File: config.mk
export PLATFORM = sky130hd
export DESIGN_NAME = mem_bus_controller
export DESIGN_NICKNAME = d
export VERILOG_FILES = /design/src/rtl/mem_bus_controller.sv
export SDC_FILE = /design/constraint.sdc
export NUM_CORES = 1
export LEC_CHECK = 0
export CAP_MARGIN = 0
export CORE_ASPECT_RATIO = 0.7
export CORE_MARGIN = 3
export CORE_UTILIZATION = 34
export CTS_CLUSTER_DIAMETER = 200
export DETAILED_ROUTE_END_ITERATION = 6
export PLACE_DENSITY = 0.68
export SLEW_MARGIN = 20
export SYNTH_ARGS = -nofsm -noshare
export SYNTH_HDL_FRONTEND = slang
export SYNTH_SLANG_ARGS = --single-unit
export TNS_END_PERCENT = 50
File: constraint.sdc
create_clock -name clock -period 9.2 [get_ports clock]
set_clock_uncertainty 0.15 [all_clocks]
set_input_delay 1.84 -clock clock [delete_from_list [all_inputs] [get_ports clock]]
set_output_delay 1.84 -clock clock [all_outputs]
set_load 0.05 [all_outputs]
File: src/rtl/mem_bus_controller.sv
// ---------------------------------------------------------------------------
// mem_bus_controller
//
// Purpose:
//   Decodes CPU reads and writes into a ROM region, a RAM region and N_IO
//   memory-mapped IO channels. Reads are accepted with a ready/valid handshake
//   and complete strictly in order after a per-region latency. Writes are
//   always accepted and pass through a single register stage before reaching
//   RAM or IO. A RAM read that hits the address held in the write stage gets
//   the pending write data instead of the RAM output. Accesses that decode to
//   no region raise the sticky bus_error flag.
//
// Address map (addr[15:14]):
//   00, 01 : ROM  (rom_addr = addr[14:0])
//   10     : RAM  (14-bit word address)
//   11     : IO   (lowest-index channel with (addr & MASK) == BASE wins),
//            otherwise unmapped
//
// Ports:
//   clock, reset_n                  clock and synchronous active-low reset
//   rd_req, rd_addr, rd_ready       read request side
//   rd_valid, rd_data, rd_err       read completion side
//   wr_req, wr_addr, wr_data        write request side (never stalls)
//   rom_addr, rom_q                 ROM read port
//   ram_rdaddr, ram_q               RAM read port
//   ram_wraddr, ram_wdata, ram_wren RAM write port
//   io_raddr, io_ren, io_rdata      IO read port (offset, one-hot strobe, packed data)
//   io_waddr, io_wdata, io_wen      IO write port (offset, data, one-hot strobe)
//   bus_error                       sticky unmapped-access flag
// ---------------------------------------------------------------------------
module mem_bus_controller #(
  parameter int                 DATA_W  = 16,
  parameter int                 N_IO    = 2,
  parameter logic [N_IO*16-1:0] IO_BASE = {16'hC000, 16'hFFFF},
  parameter logic [N_IO*16-1:0] IO_MASK = {16'hC000, 16'hFFFF},
  parameter int                 ROM_LAT = 1,
  parameter int                 RAM_LAT = 1,
  parameter int                 IO_LAT  = 2
) (
  input  logic                   clock,
  input  logic                   reset_n,

  input  logic                   rd_req,
  input  logic [15:0]            rd_addr,
  output logic                   rd_ready,
  output logic                   rd_valid,
  output logic [DATA_W-1:0]      rd_data,
  output logic                   rd_err,

  input  logic                   wr_req,
  input  logic [15:0]            wr_addr,
  input  logic [DATA_W-1:0]      wr_data,

  output logic [14:0]            rom_addr,
  input  logic [DATA_W-1:0]      rom_q,

  output logic [13:0]            ram_rdaddr,
  output logic [13:0]            ram_wraddr,
  output logic [DATA_W-1:0]      ram_wdata,
  output logic                   ram_wren,
  input  logic [DATA_W-1:0]      ram_q,

  output logic [15:0]            io_raddr,
  output logic [N_IO-1:0]        io_ren,
  input  logic [N_IO*DATA_W-1:0] io_rdata,
  output logic [15:0]            io_waddr,
  output logic [DATA_W-1:0]      io_wdata,
  output logic [N_IO-1:0]        io_wen,

  output logic                   bus_error
);

  typedef enum logic [1:0] {
    REG_ROM      = 2'd0,
    REG_RAM      = 2'd1,
    REG_IO       = 2'd2,
    REG_UNMAPPED = 2'd3
  } region_t;

  typedef struct packed {
    region_t    region;
    logic [2:0] chan;
  } decode_t;

  // One entry per in-flight read. The entry index is the number of cycles
  // until that read completes, so entry 0 is the read completing right now.
  typedef struct packed {
    logic              valid;
    region_t           region;
    logic [2:0]        chan;
    logic              fwd;
    logic [DATA_W-1:0] fdata;
  } tag_t;

  // Region decode. The channel loop runs from the highest index downwards so
  // that the lowest matching channel is the one left standing.
  function automatic decode_t decode_addr(input logic [15:0] addr);
    decode_t d;
    d.region = REG_ROM;
    d.chan   = 3'd0;
    case (addr[15:14])
      2'b00, 2'b01: d.region = REG_ROM;
      2'b10:        d.region = REG_RAM;
      default: begin
        d.region = REG_UNMAPPED;
        for (int i = N_IO - 1; i >= 0; i--) begin
          if ((addr & IO_MASK[i*16 +: 16]) == IO_BASE[i*16 +: 16]) begin
            d.region = REG_IO;
            d.chan   = 3'(i);
          end
        end
      end
    endcase
    return d;
  endfunction

  // Unmapped reads still need a slot in the pipeline to report rd_err.
  function automatic logic [2:0] latency_of(input region_t r);
    logic [2:0] l;
    case (r)
      REG_ROM: l = 3'(ROM_LAT);
      REG_RAM: l = 3'(RAM_LAT);
      REG_IO:  l = 3'(IO_LAT);
      default: l = 3'd1;
    endcase
    return l;
  endfunction

  function automatic logic [15:0] io_base_of(input logic [2:0] ch);
    logic [15:0] b;
    b = 16'h0000;
    for (int i = 0; i < N_IO; i++) begin
      if (ch == 3'(i)) b = IO_BASE[i*16 +: 16];
    end
    return b;
  endfunction

  function automatic logic [N_IO-1:0] onehot_of(input logic [2:0] ch);
    logic [N_IO-1:0] oh;
    oh = '0;
    for (int i = 0; i < N_IO; i++) begin
      if (ch == 3'(i)) oh[i] = 1'b1;
    end
    return oh;
  endfunction

  tag_t              pipe [4];
  decode_t           rd_dec;
  decode_t           wr_dec;
  logic [2:0]        rd_lat;
  logic [2:0]        remaining;
  logic              accept;
  logic              fwd_hit;
  logic [1:0]        slot_idx;
  tag_t              new_tag;
  logic [DATA_W-1:0] io_sel_data;

  logic              wr_valid_q;
  logic [15:0]       wr_addr_q;
  logic [DATA_W-1:0] wr_data_q;

  assign rd_dec = decode_addr(rd_addr);
  assign wr_dec = decode_addr(wr_addr_q);
  assign rd_lat = latency_of(rd_dec.region);

  // Cycles until the youngest pending read completes; accepting a new read
  // only when its latency exceeds this keeps completions ordered and distinct.
  always_comb begin
    remaining = 3'd0;
    for (int k = 0; k < 4; k++) begin
      if (pipe[k].valid) remaining = 3'(k);
    end
  end

  assign rd_ready = reset_n && (rd_lat > remaining);
  assign accept   = rd_req && rd_ready;
  assign slot_idx = 2'(rd_lat - 3'd1);

  // A RAM read that targets the word sitting in the write stage would see
  // stale RAM data, so the registered write data travels with the read.
  assign fwd_hit = wr_valid_q && (wr_dec.region == REG_RAM) &&
                   (rd_dec.region == REG_RAM) &&
                   (wr_addr_q[13:0] == rd_addr[13:0]);

  always_comb begin
    new_tag        = '0;
    new_tag.valid  = 1'b1;
    new_tag.region = rd_dec.region;
    new_tag.chan   = rd_dec.chan;
    new_tag.fwd    = fwd_hit;
    new_tag.fdata  = wr_data_q;
  end

  // Read address ports follow rd_addr combinationally while a request is up;
  // the IO strobe is reserved for the cycle the read is actually accepted.
  always_comb begin
    rom_addr   = '0;
    ram_rdaddr = '0;
    io_raddr   = '0;
    io_ren     = '0;
    if (rd_req) begin
      rom_addr   = rd_addr[14:0];
      ram_rdaddr = rd_addr[13:0];
      if (rd_dec.region == REG_IO) begin
        io_raddr = rd_addr - io_base_of(rd_dec.chan);
      end
    end
    if (accept && (rd_dec.region == REG_IO)) begin
      io_ren = onehot_of(rd_dec.chan);
    end
  end

  // Tag pipeline: shift toward completion every cycle and drop a newly
  // accepted read into the slot matching its latency.
  always_ff @(posedge clock) begin
    if (!reset_n) begin
      for (int k = 0; k < 4; k++) pipe[k] <= '0;
    end else begin
      for (int k = 0; k < 3; k++) pipe[k] <= pipe[k + 1];
      pipe[3] <= '0;
      if (accept) pipe[slot_idx] <= new_tag;
    end
  end

  always_comb begin
    io_sel_data = '0;
    for (int i = 0; i < N_IO; i++) begin
      if (pipe[0].chan == 3'(i)) io_sel_data = io_rdata[i*DATA_W +: DATA_W];
    end
  end

  // Completion mux: data comes from whichever source the head tag names.
  always_comb begin
    rd_valid = pipe[0].valid;
    rd_data  = '0;
    rd_err   = 1'b0;
    if (pipe[0].valid) begin
      case (pipe[0].region)
        REG_ROM:  rd_data = rom_q;
        REG_RAM:  rd_data = pipe[0].fwd ? pipe[0].fdata : ram_q;
        REG_IO:   rd_data = io_sel_data;
        default:  rd_err  = 1'b1;
      endcase
    end
  end

  // Write stage: every write is registered once before it is issued.
  always_ff @(posedge clock) begin
    if (!reset_n) begin
      wr_valid_q <= 1'b0;
      wr_addr_q  <= '0;
      wr_data_q  <= '0;
    end else begin
      wr_valid_q <= wr_req;
      wr_addr_q  <= wr_addr;
      wr_data_q  <= wr_data;
    end
  end

  // ROM-region writes fall through with no strobe at all.
  always_comb begin
    ram_wraddr = wr_addr_q[13:0];
    ram_wdata  = wr_data_q;
    ram_wren   = wr_valid_q && (wr_dec.region == REG_RAM);
    io_wdata   = wr_data_q;
    io_waddr   = '0;
    io_wen     = '0;
    if (wr_valid_q && (wr_dec.region == REG_IO)) begin
      io_waddr = wr_addr_q - io_base_of(wr_dec.chan);
      io_wen   = onehot_of(wr_dec.chan);
    end
  end

  // Sticky error: set by an unmapped read completing or an unmapped write
  // leaving the write stage; only reset clears it.
  always_ff @(posedge clock) begin
    if (!reset_n) begin
      bus_error <= 1'b0;
    end else if ((rd_valid && rd_err) ||
                 (wr_valid_q && (wr_dec.region == REG_UNMAPPED))) begin
      bus_error <= 1'b1;
    end
  end

endmodule
==> reports/results.ini, run 1 <==
[floorplan]
die_w_um = 155.6
num_rows = 37
coreArea_sq_mm = 0.01500
io-pin-count = 248
die-area_sq_mm = 0.01723
start_util_pct = 35.51
die_h_um = 110.7

[synthesis]
synth-adder-area-share_pct = 7.564
syn_avg_cell_area_sq_um = 7.974
synth_simple_gate_area_share_pct = 27.67
synth_xor_area_share_pct = 3.124
ys_async_sr_fraction_pct = 0
synthTopCellsByArea = dfxtp_1 29%, buf_4 8.5%, and2_1 8.0%
synth_edf_count = 0
syn-cell-area_sq_mm = 0.005326
muxShareOfSynthArea_pct = 6.977
synth-compound-area-share_pct = 14.26
synth_top_family_by_area = simple AND/OR/NAND/NOR gates
yosysTopAreaCell = dfxtp_1
yosysTopAreaCellShare_pct = 28.56
ys_seq_elements = 76
ys_seq_area_share_pct = 28.56
netlist_instances = 668
synthDistinctLibCells = 56
ys.flop_type = dfxtp_1
yosysWarnings = 0

[detailed_routing]
postRouteWirelength_um = 17510
vias_per_cell = 4.981
firstDrtPassIters = 4
wl_per_cell_um = 16.93
drt-initial-drc-count = 308
drtAntennaViolNets = 0
drc = 0
via_count = 5150

[clocking]
path_clk_slew_ps = 60
clockRootBuffer = clkbuf_16
tritoncts = built
cts_inserted_buffers = 9
holdBufCountCts = 0
cts.sinks = 76
htreeDepth = 3
ctsResizeCount = 0
post-cts-setup-buffers = 0
clock_latency_ps = 320
max-clock-path-buffers = 2

[finish]
fillCellCount = 1451
seq_area_sq_mm = 0.001521
layout.nets = 981
design_area_sq_mm = 0.007797
drive_above_1_share_pct = 3.576
antennaDiodeCount = 0
synthToLayoutAreaGrowth_pct = 46.39
multi_input_area_sq_mm = 0.003182

[sta]
drv_slew = 0
final_hold_viol_count = 0
grt_setup_unrepaired = false
post-route-min-period_ps = 8457
fin_crit_sh_pct = 91.92
setup_viol = 0
max_freq_mhz = 118.2
worst_slew_pin_slew_ps = 987.0
fin_tns_setup_ps = 0
relSlewSlack_pct = 33.85

[global_route]
grt_pass1_vias = 4742
antenna_found_initial = 0
grt_max_degree = 77
grtUsageTotal_pct = 19.35
overflow = 0
grt_pass1_wl_um = 26940

[placed_design]
place_area_sq_mm = 0.007471
dp_hpwl_um = 14010
place.gp.congestion = 0.9325
port-buffer-count = 247

[job]
drv_cap = 0

[worst_setup_path]
crit_type = primary input to output pin
required_ps = 7210
crit_path_end_kind = output pin
critPathMaxFanout = 13
arrival_ps = 6470
critPathLaunchType = primary input

[hold_path]
hold_class = register to register

[run_status]
status = finished clean

[pwr]
leakagePower_nw = 3.116
powerDensity_mw_per_mm2 = 135.1
peakVddDrop_uv = 90.67

## stage by stage
| step | setup WS [ps] | instances | power (mW) | utilization (%) | hold slack [ps] |
|---|---|---|---|---|---|
| 3_3_place_gp | 892.0 | 1018 | 0.6784 | 49.81 | 285.2 |
| 6_report | 743.0 | 1034 | 1.053 | 51.99 | 300.2 |
| 5_1_grt | 452.2 | 1034 | 1.098 | 51.99 | 314.8 |
| 4_1_cts | 759.3 | 1034 | 1.065 | 51.99 | 300.6 |
| 3_5_place_dp | 767.3 | 1018 | 0.6785 | 49.81 | 288.6 |
| 2_1_floorplan | 2143 | 669 | 0.5676 | - | 280.4 |
## area by class of cell
| type | instances | area share [%] |
|---|---|---|
| inverters | 11 | 0.5295 |
| repair buffers | 249 | 31.84 |
| clock inverters | 6 | 1.252 |
| flip-flops and latches | 76 | 19.51 |
| well taps | 195 | 3.129 |
| multi-input cells | 487 | 40.81 |
| clock buffers | 10 | 2.936 |
## cell usage after synthesis, types with 2 or more instances
cell	count
dfxtp_1	76
nand2_1	74
and2_1	68
buf_4	60
mux2i_1	36
o21ai_0	33
nor2_1	32
clkbuf_1	30
ha_1	29
and3_1	25
nand3_1	24
a21oi_1	21
xor2_1	17
o22ai_1	16
nor3_1	13
o21a_1	13
inv_1	11
nand4_1	11
nor2b_1	10
nor4_1	7
a211oi_1	6
nand2b_1	6
a21boi_0	3
buf_2	3
o31a_1	3
a211oi_2	2
a21o_2	2
buf_1	2
fa_1	2
nor3b_1	2
nor4b_1	2
o221ai_1	2
o31ai_1	2
or2_2	2
xnor2_1	2
## flip-flops by register name, indices dropped and copies added, names as in the netlist
name,cells
pipe,42
io_wdata,16
wr_addr_q,16
bus_error,1
wr_valid_q,1
## worst max-delay path, cell delays in order
cell	delay, ps
clkdlybuf4s50_1	610
nand4_1	130
nor4_1	590
or2_2	270
inv_1	210
ha_1	340
nor2b_1	140
o31ai_1	640
a211oi_1	220
a21boi_0	420
mux2i_1	230
clkdlybuf4s50_1	820
## final timing paths
path                               start             endpoint  slack, ps  cells after the start
setup / recovery              rd_addr[7]         io_raddr[13]        740                     12
setup reg to reg  pipe[1][22]$_SDFF_PP1_  pipe[0][17]$_DFF_P_       7240                      2
hold reg to reg    pipe[1][6]$_SDFF_PN0_   pipe[0][6]$_DFF_P_        300                      2
hold / removal     pipe[1][6]$_SDFF_PN0_   pipe[0][6]$_DFF_P_        300                      2
## layer usage
layer	up-vias	global-route usage [%]	wire (um)
li1	2597	-	-
met1	2363	30.29	9046
met2	182	28.53	7392
met3	8	2.224	921
met4	0	3.499	144
met5	-	0	0
## placed cells by master, fill, tap and decap left out, drive strengths merged, types with 2 or more instances in the layout
cell type / count
clkinv: 3
o31a: 3
nand2b: 6
or2: 2
o22ai: 16
clkbuf: 10
o31ai: 2
bufinv: 2
nor4: 7
nor3b: 2
nor4b: 2
nand2: 74
buf: 3
xor2: 17
nand3: 24
inv: 12
o21bai: 2
a21o: 3
clkdlybuf4s50: 246
mux2i: 36
fa: 2
nor3: 14
a21oi: 21
and3: 26
and2: 68
nor2b: 10
conb: 2
o221ai: 2
o21ai: 34
o21a: 13
xnor2: 2
a211oi: 8
ha: 29
nand4: 11
a21boi: 3
dfxtp: 76
nor2: 32
## cells by family after synthesis
group,Yosys count
buffers and inverters,106
flip-flops,76
XOR/XNOR,19
multiplexers,37
AO/OA/AOI/OAI,117
adder cells (fa/ha/maj),31
other,1
AND/OR/NAND/NOR,281
## power by group
part	switching, mW	leakage, nW	total (mW)	internal [mW]
logic	0.179	2.33	0.312	0.133
registers	0.0183	0.625	0.360	0.341
clock network	0.140	0.159	0.381	0.241
total	0.337	3.12	1.05	0.716
No activity file was read; power rests on OpenSTA's default activity.
==> run 2, diff against run 1 <==
- TNS_END_PERCENT: 50 -> default
- clock period: 9.2 -> 10.7 ns (I/O delays scaled with it)
==> run 2 against run 1 <==
First-iteration DRC count is 11% higher; die area is the same; combinational power fell by 14%; global-route usage up 0.25 points; final area shrank 0.55%; final cell count did not move; sequential share of layout area rose by 0.11 points; hold slack improved by 2.2 ps; total power shrank 18%; via count down 0.83%; non-clock buffer count is the same; critical path type unchanged; largest cell class unchanged; largest power group is now sequential cells.
==> reports/results.ini, run 2 (synthesis gave the netlist of run 1 again) <==
[pwr]
peakVddDrop_uv = 70.77
leakagePower_nw = 3.096
powerDensity_mw_per_mm2 = 111.3

[clocking]
holdBufCountCts = 0
htreeDepth = 3
clockRootBuffer = clkbuf_16
cts_inserted_buffers = 9
clock_latency_ps = 330
cts.sinks = 76
path_clk_slew_ps = 60
ctsResizeCount = 0
tritoncts = built
post-cts-setup-buffers = 0
max-clock-path-buffers = 2

[finish]
fillCellCount = 1482
final_common_cell = clkdlybuf4s50_1
layout.nets = 981
postLayoutCoreUtil_pct = 51.70
drive_above_1_share_pct = 3.695
multi_input_area_sq_mm = 0.003182
synthToLayoutAreaGrowth_pct = 45.60
antennaDiodeCount = 0
largest_reg_flops = 42
layout_common_cells = 246 x clkdlybuf4s50_1, 76 x dfxtp_1, 74 x nand2_1, 68 x and2_1, 36 x mux2i_1
top_register = pipe
seq_area_sq_mm = 0.001521

[worst_setup_path]
critPathMaxFanout = 13
crit_chain = clkdlybuf4s50_1 > nand4_1 > nor4_1 > or2_2 > inv_1 > ha_1 > nor2b_1 > o31ai_1 > a211oi_1 > a21boi_0 > mux2i_1 > clkdlybuf4s50_1
r2r_cells = 2
crit_slowest_cell = clkdlybuf4s50_1
crit_top_cell = clkdlybuf4s50_1
slowest_delay_ps = 820
crit_buf_inv = 3
crit_type = primary input to output pin
critPathLaunchType = primary input
required_ps = 8410
crit_path_end_kind = output pin
crit_family = buffers and inverters
arrival_ps = 6690
path_depth = 12

[job]
drv_cap = 0

[sta]
fin_tns_setup_ps = 0
final_hold_viol_count = 0
relSlewSlack_pct = 36.80
grt_setup_unrepaired = false
post-route-min-period_ps = 8985
max_freq_mhz = 111.3
fin_crit_sh_pct = 83.97
layout_setup_ws_ps = 1715
worst_slew_pin_slew_ps = 943.0
drv_slew = 0
setup_viol = 0

[floorplan]
coreArea_sq_mm = 0.01500
start_util_pct = 35.51
die_w_um = 155.6
io-pin-count = 248
die_h_um = 110.7
die-area_sq_mm = 0.01723
num_rows = 37

[detailed_routing]
firstDrtPassIters = 4
drtAntennaViolNets = 0
via_count = 5107
vias_per_cell = 4.939
drc = 0
wl_per_cell_um = 17.01
postRouteWirelength_um = 17590
drt-initial-drc-count = 341

[global_route]
grt_pass1_vias = 4802
grt_max_degree = 77
grtUsageTotal_pct = 19.60
grt_pass1_wl_um = 27010
overflow = 0
antenna_found_initial = 0

[hold_path]
whs_path_depth = 2
hold_class = register to register

[placed_design]
place.gp.congestion = 0.9329
dp_hpwl_um = 14090
port-buffer-count = 247
place_ws_ps = 1713

[run_status]
status = finished clean

[run 2: cell types whose count changed in the layout (fill, tap and decap cells not counted)]
| cell | delta |
|---|---|
| clkbuf_1 | -1 |
| inv_6 | +2 |
| clkinvlp_4 | +1 |
| clkinv_4 | -1 |
| bufinv_16 | -2 |
| clkinv_2 | +1 |
[run 2: where the power goes]
group | internal, mW | total (mW) | switching [mW]
logic | 0.115 | 0.269 | 0.154
registers | 0.294 | 0.309 | 0.0159
clock network | 0.161 | 0.285 | 0.124
total | 0.569 | 0.863 | 0.294
[run 2: path summary, 6_finish.rpt]
check	startpoint	to	slack, ps
setup / recovery	rd_addr[7]	io_raddr[13]	1720
hold / removal	pipe[1][12]$_SDFF_PN0_	pipe[0][12]$_DFF_P_	300
setup reg to reg	pipe[1][22]$_SDFF_PP1_	pipe[0][21]$_DFF_P_	8800
hold reg to reg	pipe[1][12]$_SDFF_PN0_	pipe[0][12]$_DFF_P_	300
[run 2: worst register-to-register path, cell delays in order (launching register included)]
cell	delay, ps
dfxtp_1	320
nand4b_1	810
and3_1	520
[run 2: routing by layer]
| metal | part of all wire [%] | global-route usage (%) |
|---|---|---|
| met1 | 51 | 30.56 |
| met2 | 43 | 28.50 |
| met3 | 5.6 | 2.809 |
| met4 | 0.93 | 3.790 |
| met5 | 0 | 0 |
[run 2: layout make-up]
class	instances	area share (%)
Sequential cell	76	19.62
Clock buffer	9	2.904
Multi-Input combinational cell	487	41.03
Clock inverter	7	0.7583
Tap cell	195	3.146
Timing Repair Buffer	249	32.01
Inverter	11	0.5324
[run 2: through the flow]
| step | instance area, sq um | hold WS (ps) | cells | total power, mW |
|---|---|---|---|---|
| global route | 7755 | 324.5 | 1034 | 0.9079 |
| floorplan | 5330 | 280.4 | 669 | 0.4880 |
| CTS | 7755 | 304.3 | 1034 | 0.8728 |
| global placement | 7471 | 285.2 | 1018 | 0.5834 |
| finish | 7755 | 302.5 | 1034 | 0.8631 |
| detailed placement | 7471 | 291.6 | 1018 | 0.5838 |
==> run 3, diff against run 2 <==
- clock period: 10.7 -> 9 ns (I/O delays scaled with it)
==> results of run 3 <==
Same layout as run 1 (identical final DEF). Status: finished clean.
Main changes from that run: setup slack after placement 767.3 ps -> 647.3 ps; setup slack after layout 743.0 ps -> 623.0 ps; register-to-register setup slack 7240 ps -> 7040 ps; total power 1.053 mW -> 1.076 mW; worst IR drop on VDD 90.67 uV -> 92.69 uV
